### src/rtl/weight_dma_packer_pkg.sv
// Weight-geometry constants and FSM state encoding shared by the weight DMA
// packer and the weight buffer/consumer stage.
package weight_dma_packer_pkg;

  localparam int WEIGHT_BITS  = 8;
  localparam int N            = 16;
  localparam int MAC_NUM      = 9;
  localparam int AXI_WIDTH_DA = 32;
  localparam int LINE_BITS    = N * MAC_NUM * WEIGHT_BITS;
  localparam int WPL          = LINE_BITS / AXI_WIDTH_DA;

  typedef enum logic [2:0] {
    ST_IDLE,
    ST_WAIT_BANK,
    ST_ISSUE,
    ST_FILL,
    ST_FINISH
  } state_e;

endpackage

### src/rtl/weight_dma_packer_line_assembler.sv
// Packs DMA words into one weight line (word k at bits [32k+31:32k]) and
// pulses line_valid the cycle after the last slot of a line is written.
module weight_line_assembler #(
  parameter int AXI_WIDTH_DA = 32,
  parameter int LINE_BITS    = 1152,
  parameter int WPL          = 36
) (
  input  logic                    clk,
  input  logic                    rst,
  input  logic                    clr,
  input  logic                    word_wr,
  input  logic [AXI_WIDTH_DA-1:0] word,
  output logic [LINE_BITS-1:0]    line,
  output logic                    line_valid
);

  localparam int CW = (WPL > 1) ? $clog2(WPL) : 1;

  logic [CW-1:0]        word_cnt_q, word_cnt_d;
  logic [LINE_BITS-1:0] line_q, line_d;
  logic                 line_valid_q, line_valid_d;

  // The slot written while line_valid is high belongs to the next line, so the
  // completed line stays readable for exactly the write cycle.
  always_comb begin
    word_cnt_d   = word_cnt_q;
    line_d       = line_q;
    line_valid_d = 1'b0;
    if (clr) begin
      word_cnt_d = '0;
    end else if (word_wr) begin
      line_d[word_cnt_q*AXI_WIDTH_DA +: AXI_WIDTH_DA] = word;
      if (word_cnt_q == CW'(WPL - 1)) begin
        word_cnt_d   = '0;
        line_valid_d = 1'b1;
      end else begin
        word_cnt_d = word_cnt_q + CW'(1);
      end
    end
  end

  always_ff @(posedge clk or posedge rst) begin
    if (rst) begin
      word_cnt_q   <= '0;
      line_q       <= '0;
      line_valid_q <= 1'b0;
    end else begin
      word_cnt_q   <= word_cnt_d;
      line_q       <= line_d;
      line_valid_q <= line_valid_d;
    end
  end

  assign line       = line_q;
  assign line_valid = line_valid_q;

endmodule

### src/rtl/weight_dma_packer.sv
// Weight DMA packer: launches the tile DMA, packs the word stream into weight
// lines and fills ping-pong SRAM banks handed to the consumer via bank_full.
module weight_dma_packer #(
  parameter int WEIGHT_BITS  = weight_dma_packer_pkg::WEIGHT_BITS,
  parameter int N            = weight_dma_packer_pkg::N,
  parameter int MAC_NUM      = weight_dma_packer_pkg::MAC_NUM,
  parameter int AXI_WIDTH_DA = weight_dma_packer_pkg::AXI_WIDTH_DA,
  parameter int AXI_WIDTH_AD = 32,
  parameter int BITS_TRANS   = 18,
  parameter int SRAM_ADDRESS = 8
) (
  input  logic                                clk,
  input  logic                                rst,
  input  logic                                tile_start,
  input  logic [AXI_WIDTH_AD-1:0]             tile_addr,
  input  logic [SRAM_ADDRESS:0]               tile_lines,
  output logic                                busy,
  output logic                                dma_start,
  output logic [AXI_WIDTH_AD-1:0]             dma_addr,
  output logic [BITS_TRANS-1:0]               dma_num_trans,
  input  logic [AXI_WIDTH_DA-1:0]             dma_data,
  input  logic                                dma_vld,
  input  logic                                dma_done,
  output logic [1:0]                          sram_we,
  output logic [SRAM_ADDRESS-1:0]             sram_addr,
  output logic [N*MAC_NUM*WEIGHT_BITS-1:0]    sram_wdata,
  output logic [1:0]                          bank_full,
  input  logic [1:0]                          bank_release,
  output logic                                load_done,
  output logic                                err
);

  import weight_dma_packer_pkg::*;

  localparam int LINE_BITS = N * MAC_NUM * WEIGHT_BITS;
  localparam int WPL       = LINE_BITS / AXI_WIDTH_DA;
  localparam int LW        = SRAM_ADDRESS + 1;

  if (LINE_BITS % AXI_WIDTH_DA != 0) begin : g_line_check
    $error("LINE_BITS must be a multiple of AXI_WIDTH_DA");
  end

  state_e                  state_q, state_d;
  logic [AXI_WIDTH_AD-1:0] addr_q, addr_d;
  logic [LW-1:0]           lines_q, lines_d;
  logic [LW-1:0]           line_cnt_q, line_cnt_d;
  logic [BITS_TRANS-1:0]   num_trans_q, num_trans_d;
  logic                    wr_bank_q, wr_bank_d;
  logic [1:0]              bank_full_q, bank_full_d;
  logic                    err_q, err_d;

  logic                    line_valid;
  logic [LINE_BITS-1:0]    line_data;
  logic                    word_wr;
  logic                    asm_clr;
  logic [LW-1:0]           lines_seen;

  // Lines completed so far, counting a write that is being presented this cycle.
  assign lines_seen = line_cnt_q + LW'(line_valid);
  assign word_wr    = dma_vld && (state_q == ST_FILL) && (lines_seen < lines_q);
  assign asm_clr    = (state_q == ST_ISSUE);

  weight_line_assembler #(
    .AXI_WIDTH_DA (AXI_WIDTH_DA),
    .LINE_BITS    (LINE_BITS),
    .WPL          (WPL)
  ) u_line_asm (
    .clk        (clk),
    .rst        (rst),
    .clr        (asm_clr),
    .word_wr    (word_wr),
    .word       (dma_data),
    .line       (line_data),
    .line_valid (line_valid)
  );

  always_comb begin
    state_d     = state_q;
    addr_d      = addr_q;
    lines_d     = lines_q;
    num_trans_d = num_trans_q;
    line_cnt_d  = line_cnt_q;
    wr_bank_d   = wr_bank_q;
    err_d       = err_q;
    bank_full_d = bank_full_q & ~bank_release;

    if (line_valid) begin
      line_cnt_d = line_cnt_q + LW'(1);
    end
    // Words beyond the last line of the tile are dropped.
    if (dma_vld && (state_q == ST_FILL) && !word_wr) begin
      err_d = 1'b1;
    end

    case (state_q)
      ST_IDLE: begin
        if (tile_start) begin
          addr_d      = tile_addr;
          lines_d     = tile_lines;
          num_trans_d = BITS_TRANS'(tile_lines) * BITS_TRANS'(WPL);
          err_d       = 1'b0;
          state_d     = ST_WAIT_BANK;
        end
      end
      ST_WAIT_BANK: begin
        if (!bank_full_q[wr_bank_q] || bank_release[wr_bank_q]) begin
          state_d = ST_ISSUE;
        end
      end
      ST_ISSUE: begin
        line_cnt_d = '0;
        state_d    = ST_FILL;
      end
      ST_FILL: begin
        if (dma_done) begin
          if (lines_seen == lines_q) begin
            state_d = ST_FINISH;
          end else begin
            err_d   = 1'b1;
            state_d = ST_IDLE;
          end
        end
      end
      ST_FINISH: begin
        bank_full_d[wr_bank_q] = 1'b1;
        wr_bank_d              = ~wr_bank_q;
        state_d                = ST_IDLE;
      end
      default: state_d = ST_IDLE;
    endcase
  end

  always_ff @(posedge clk or posedge rst) begin
    if (rst) begin
      state_q     <= ST_IDLE;
      addr_q      <= '0;
      lines_q     <= '0;
      num_trans_q <= '0;
      line_cnt_q  <= '0;
      wr_bank_q   <= 1'b0;
      bank_full_q <= '0;
      err_q       <= 1'b0;
    end else begin
      state_q     <= state_d;
      addr_q      <= addr_d;
      lines_q     <= lines_d;
      num_trans_q <= num_trans_d;
      line_cnt_q  <= line_cnt_d;
      wr_bank_q   <= wr_bank_d;
      bank_full_q <= bank_full_d;
      err_q       <= err_d;
    end
  end

  assign busy          = (state_q != ST_IDLE);
  assign dma_start     = (state_q == ST_ISSUE);
  assign load_done     = (state_q == ST_FINISH);
  assign dma_addr      = addr_q;
  assign dma_num_trans = num_trans_q;
  assign sram_we       = line_valid ? (wr_bank_q ? 2'b10 : 2'b01) : 2'b00;
  assign sram_addr     = line_cnt_q[SRAM_ADDRESS-1:0];
  assign sram_wdata    = line_data;
  assign bank_full     = bank_full_q;
  assign err           = err_q;

endmodule
### config.mk
export PLATFORM = sky130hd
export DESIGN_NAME = weight_dma_packer
export DESIGN_NICKNAME = d
export VERILOG_FILES = /design/src/rtl/weight_dma_packer_pkg.sv /design/src/rtl/weight_dma_packer_line_assembler.sv /design/src/rtl/weight_dma_packer.sv
export SDC_FILE = /design/constraint.sdc
export NUM_CORES = 2
export LEC_CHECK = 0
export ABC_AREA = 1
export CORE_AREA = 2 2 504 506
export DETAILED_ROUTE_END_ITERATION = 16
export DIE_AREA = 0 0 506 508
export GPL_TIMING_DRIVEN = 0
export MAX_ROUTING_LAYER = met4
export PLACE_DENSITY = 0.51
export SKIP_CTS_REPAIR_TIMING = 1
export SYNTH_ARGS = -nofsm -noshare
export SYNTH_HDL_FRONTEND = slang
export SYNTH_SLANG_ARGS = --single-unit
### constraint.sdc
create_clock -name clk -period 47.8 [get_ports clk]
set_clock_uncertainty 0.2 [all_clocks]
set_input_delay 7.17 -clock clk [delete_from_list [all_inputs] [get_ports clk]]
set_output_delay 7.17 -clock clk [all_outputs]
set_load 0.05 [all_outputs]
==> flow_results.xml <==
<?xml version="1.0" encoding="UTF-8"?>
<metrics>
  <group name="finish">
    <metric name="post-route-util" unit="%">30.84</metric>
    <metric name="fin_nets" unit="">8366</metric>
    <metric name="area_delta_synth_final" unit="%">42.10</metric>
    <metric name="drive_gt1_share" unit="%">6.435</metric>
    <metric name="finish.cell_count_without_fillers" unit="">11770</metric>
  </group>
  <group name="clock_network">
    <metric name="cts_sinks" unit="">1226</metric>
    <metric name="htree_num_levels" unit="">4</metric>
    <metric name="cts-buffers-inserted" unit="">153</metric>
    <metric name="clock-root-buffer" unit="">clkbuf_16</metric>
    <metric name="cts_max_path_buffers" unit="">3</metric>
    <metric name="tritoncts" unit="">built</metric>
    <metric name="worstSkewPairLatency" unit="ns">0.84</metric>
    <metric name="path_clk_slew" unit="ns">0.06</metric>
  </group>
  <group name="sta">
    <metric name="timing.final.max_slew_violations" unit="">11</metric>
    <metric name="timing_hold_violations_final" unit="">0</metric>
    <metric name="setup_viol" unit="">0</metric>
    <metric name="finalWorstPathRequiredPeriod" unit="ns">10.92</metric>
    <metric name="setup_tns" unit="ns">0</metric>
    <metric name="slew_headroom" unit="%">-3.380</metric>
    <metric name="worst-slew-pin-transition" unit="ns">1.545</metric>
    <metric name="achievable-frequency" unit="GHz">0.09159</metric>
    <metric name="timing.final.crit_share" unit="%">22.84</metric>
    <metric name="unrepaired_setup_endpoints_after_global_routing" unit="">false</metric>
  </group>
  <group name="route">
    <metric name="routed-via-count" unit="">56550</metric>
    <metric name="avgRoutedWirePerCell" unit="um">32.08</metric>
    <metric name="drt_drc_violations_left" unit="">0</metric>
    <metric name="final_antenna_net_count" unit="">0</metric>
    <metric name="detail_route.first_pass.iterations" unit="">6</metric>
    <metric name="vias_per_cell" unit="">4.805</metric>
    <metric name="wl" unit="um">377500</metric>
    <metric name="detail_route.iter0.violations" unit="">5161</metric>
  </group>
  <group name="pwr">
    <metric name="power.sequential.fraction" unit="%">32.0</metric>
    <metric name="power_per_cell_area" unit="mW/mm^2">43.89</metric>
    <metric name="total_switching_power" unit="mW">1.464</metric>
    <metric name="cell_internal_pwr" unit="mW">1.952</metric>
    <metric name="leakage" unit="nW">35.16</metric>
    <metric name="vdd_drop_max" unit="V">0.00003225</metric>
    <metric name="switching_share" unit="%">42.86</metric>
    <metric name="clockPowerShare" unit="%">35.6</metric>
    <metric name="power_frac_comb" unit="%">32.4</metric>
  </group>
  <group name="synthesis">
    <metric name="post-synth-top-area-cell" unit="">dfrtp_1</metric>
    <metric name="postSynth.topFlopCell" unit="">dfrtp_1</metric>
    <metric name="synth.avg_cell_area" unit="um^2">8.073</metric>
    <metric name="synthesis.area" unit="mm^2">0.05476</metric>
    <metric name="post_synth_inst_count" unit="">6783</metric>
    <metric name="synth_enable_flop_cells" unit="">0</metric>
    <metric name="sequential_share_of_the_synthesized_area" unit="%">56.03</metric>
    <metric name="ys_top_cells_by_count" unit="">2243 x nand2_1, 1226 x dfrtp_1, 865 x nand3_1</metric>
    <metric name="synth.top_cell.area_share" unit="%">56.03</metric>
    <metric name="postSynthRegisterBits" unit="">1226</metric>
    <metric name="ys_top_cells_by_area" unit="">dfrtp_1 56%, nand2_1 15%, nand3_1 7.9%</metric>
    <metric name="synth_cell_types" unit="">38</metric>
    <metric name="postSynth.asyncResetShare" unit="%">100.0</metric>
    <metric name="synth_most_common_cell" unit="">nand2_1</metric>
    <metric name="ys_warn_count" unit="">0</metric>
  </group>
  <group name="floorplan">
    <metric name="initial_core_util" unit="%">21.70</metric>
    <metric name="die_area" unit="mm^2">0.2570</metric>
    <metric name="core_area" unit="mm^2">0.2523</metric>
    <metric name="io_pins" unit="">1298</metric>
    <metric name="core.rowCount" unit="">185</metric>
    <metric name="die_y" unit="um">508</metric>
    <metric name="die_width" unit="um">506</metric>
  </group>
  <group name="place">
    <metric name="place.port_buffers" unit="">1282</metric>
    <metric name="globalplace.congestion" unit="">0.9802</metric>
    <metric name="dp_hpwl" unit="um">304900</metric>
    <metric name="placedCellCount" unit="">11470</metric>
  </group>
  <group name="global_route">
    <metric name="global_route_overflow" unit="">0</metric>
    <metric name="grt_start_max_net_pins" unit="">130</metric>
    <metric name="grt_usage" unit="%">29.31</metric>
    <metric name="grt_pass1_wl" unit="um">496200</metric>
    <metric name="first_global_vias" unit="">55090</metric>
    <metric name="grt_antenna_before_repair" unit="">40</metric>
  </group>
  <group name="status">
    <metric name="violations" unit="">max-capacitance violations, max-slew violations</metric>
    <metric name="outcome" unit="">finished, violations left</metric>
  </group>
  <group name="hold_path">
    <metric name="timing.hold.worst.class" unit="">register to register</metric>
  </group>
  <group name="critical_path">
    <metric name="worst-setup-path-type" unit="">input port to register</metric>
    <metric name="required" unit="ns">48.36</metric>
    <metric name="critical_path.endpoint_type" unit="">register</metric>
    <metric name="cp_data_arrival_time" unit="ns">11.48</metric>
    <metric name="critPathLaunchType" unit="">input port</metric>
    <metric name="r2r_slack" unit="ns">41.94</metric>
    <metric name="critical_path.max_fanout" unit="">10</metric>
  </group>
  <group name="flow_run">
    <metric name="max_cap_violations" unit="">3</metric>
  </group>
</metrics>
metal layers:
metal | global-route usage (%) | vias up | wire (um)
met5 | - | - | 0
met1 | 32.65 | 28160 | 142400
met3 | 9.372 | 682 | 35430
met2 | 47.33 | 2845 | 177500
met4 | 14.33 | 0 | 22210
li1 | - | 24860 | -
critical path: stages:
cell and delay (ns):
clkdlybuf4s50_1 0.50, inv_1 0.05, nor2_1 0.27, nand4_4 0.33, nor3_2 1.08, clkbuf_1 1.03
buf_2 0.42, nand3_1 0.39, nand2_1 0.19
through the flow:
stage	worst slack [ns]	cell area, um^2	power, mW	hold slack, ns
after CTS	36.84	77750	3.438	0.2727
after global routing	36.78	77780	3.522	0.2892
final	36.88	77810	3.415	0.2672
after global placement	-10.41	71820	2.192	0.2556
after detailed placement	35.94	72580	2.217	0.2571
after floorplan	5.886	54780	1.624	0.2711
cells by family after synthesis:
kind of cell / Yosys count / synth area share (%)
fa+ha+maj: 28 / 0.6535
other cells: 1 / 0.006848
simple gates: 4302 / 33.08
compound gates: 497 / 4.583
xor+xnor: 13 / 0.2079
buf+inv: 716 / 5.443
flops: 1226 / 56.03
power groups by stage:
stage,combinational [mW],sequential [mW],clock [mW]
floorplan,0.428,1.20,0
global placement,1.08,1.12,0
detailed placement,1.10,1.11,0
CTS,1.11,1.09,1.24
global route,1.15,1.10,1.28
finish,1.11,1.09,1.22
placed cells by master, fill, tap and decap left out, types with 7 or more instances in the layout:
cell type	count
diode_2	27
o21ai_1	330
or3_1	10
dfrtp_1	1226
buf_1	36
nor3_1	110
clkbuf_16	156
nand2_2	10
ha_1	27
nor2_2	26
buf_16	17
clkdlybuf4s50_1	1282
xor2_1	9
buf_2	176
nand4_1	91
nor2_1	845
bufinv_16	7
nand3b_1	86
nand2_1	2243
buf_8	11
buf_4	25
inv_6	7
clkinv_2	25
clkbuf_8	34
nand3_1	865
inv_2	9
clkbuf_1	335
o21ai_0	111
a21oi_1	43
inv_1	162
final cells by class:
type | count | area, um^2
Clock inverter | 53 | 680.7
Buffer | 544 | 2352
Sequential cell | 1226 | 30680
Fill cell | 26810 | 174500
Multi-Input combinational cell | 4845 | 21160
Antenna cell | 27 | 67.56
Timing Repair Buffer | 1316 | 13520
Clock buffer | 220 | 4484
Inverter | 172 | 653.1
Tap cell | 3366 | 4212
registers in the layout (all words and copies together), names as in the netlist, 2 cells and up:
register	cells
dma_num_trans	10
u_line_asm.line	1152
line_cnt_q	9
state_q	3
lines_q	9
u_line_asm.word_cnt_q	6
bank_full	2
dma_addr	32
final timing paths:
| check | from | end | cells after the start |
|---|---|---|---|
| max in group asynchronous | rst | u_line_asm.line[899] | 6 |
| min in group asynchronous | rst | u_line_asm.line[1143] | 2 |
| worst min register to register | u_line_asm.line[50] | u_line_asm.line[50] | 2 |
| worst min-delay path | u_line_asm.line[50] | u_line_asm.line[50] | 2 |
| worst max register to register | u_line_asm.line_valid | u_line_asm.line[971] | 16 |
| worst max-delay path | dma_vld | u_line_asm.line[971] | 9 |
Power figures use the tool's default switching activity.
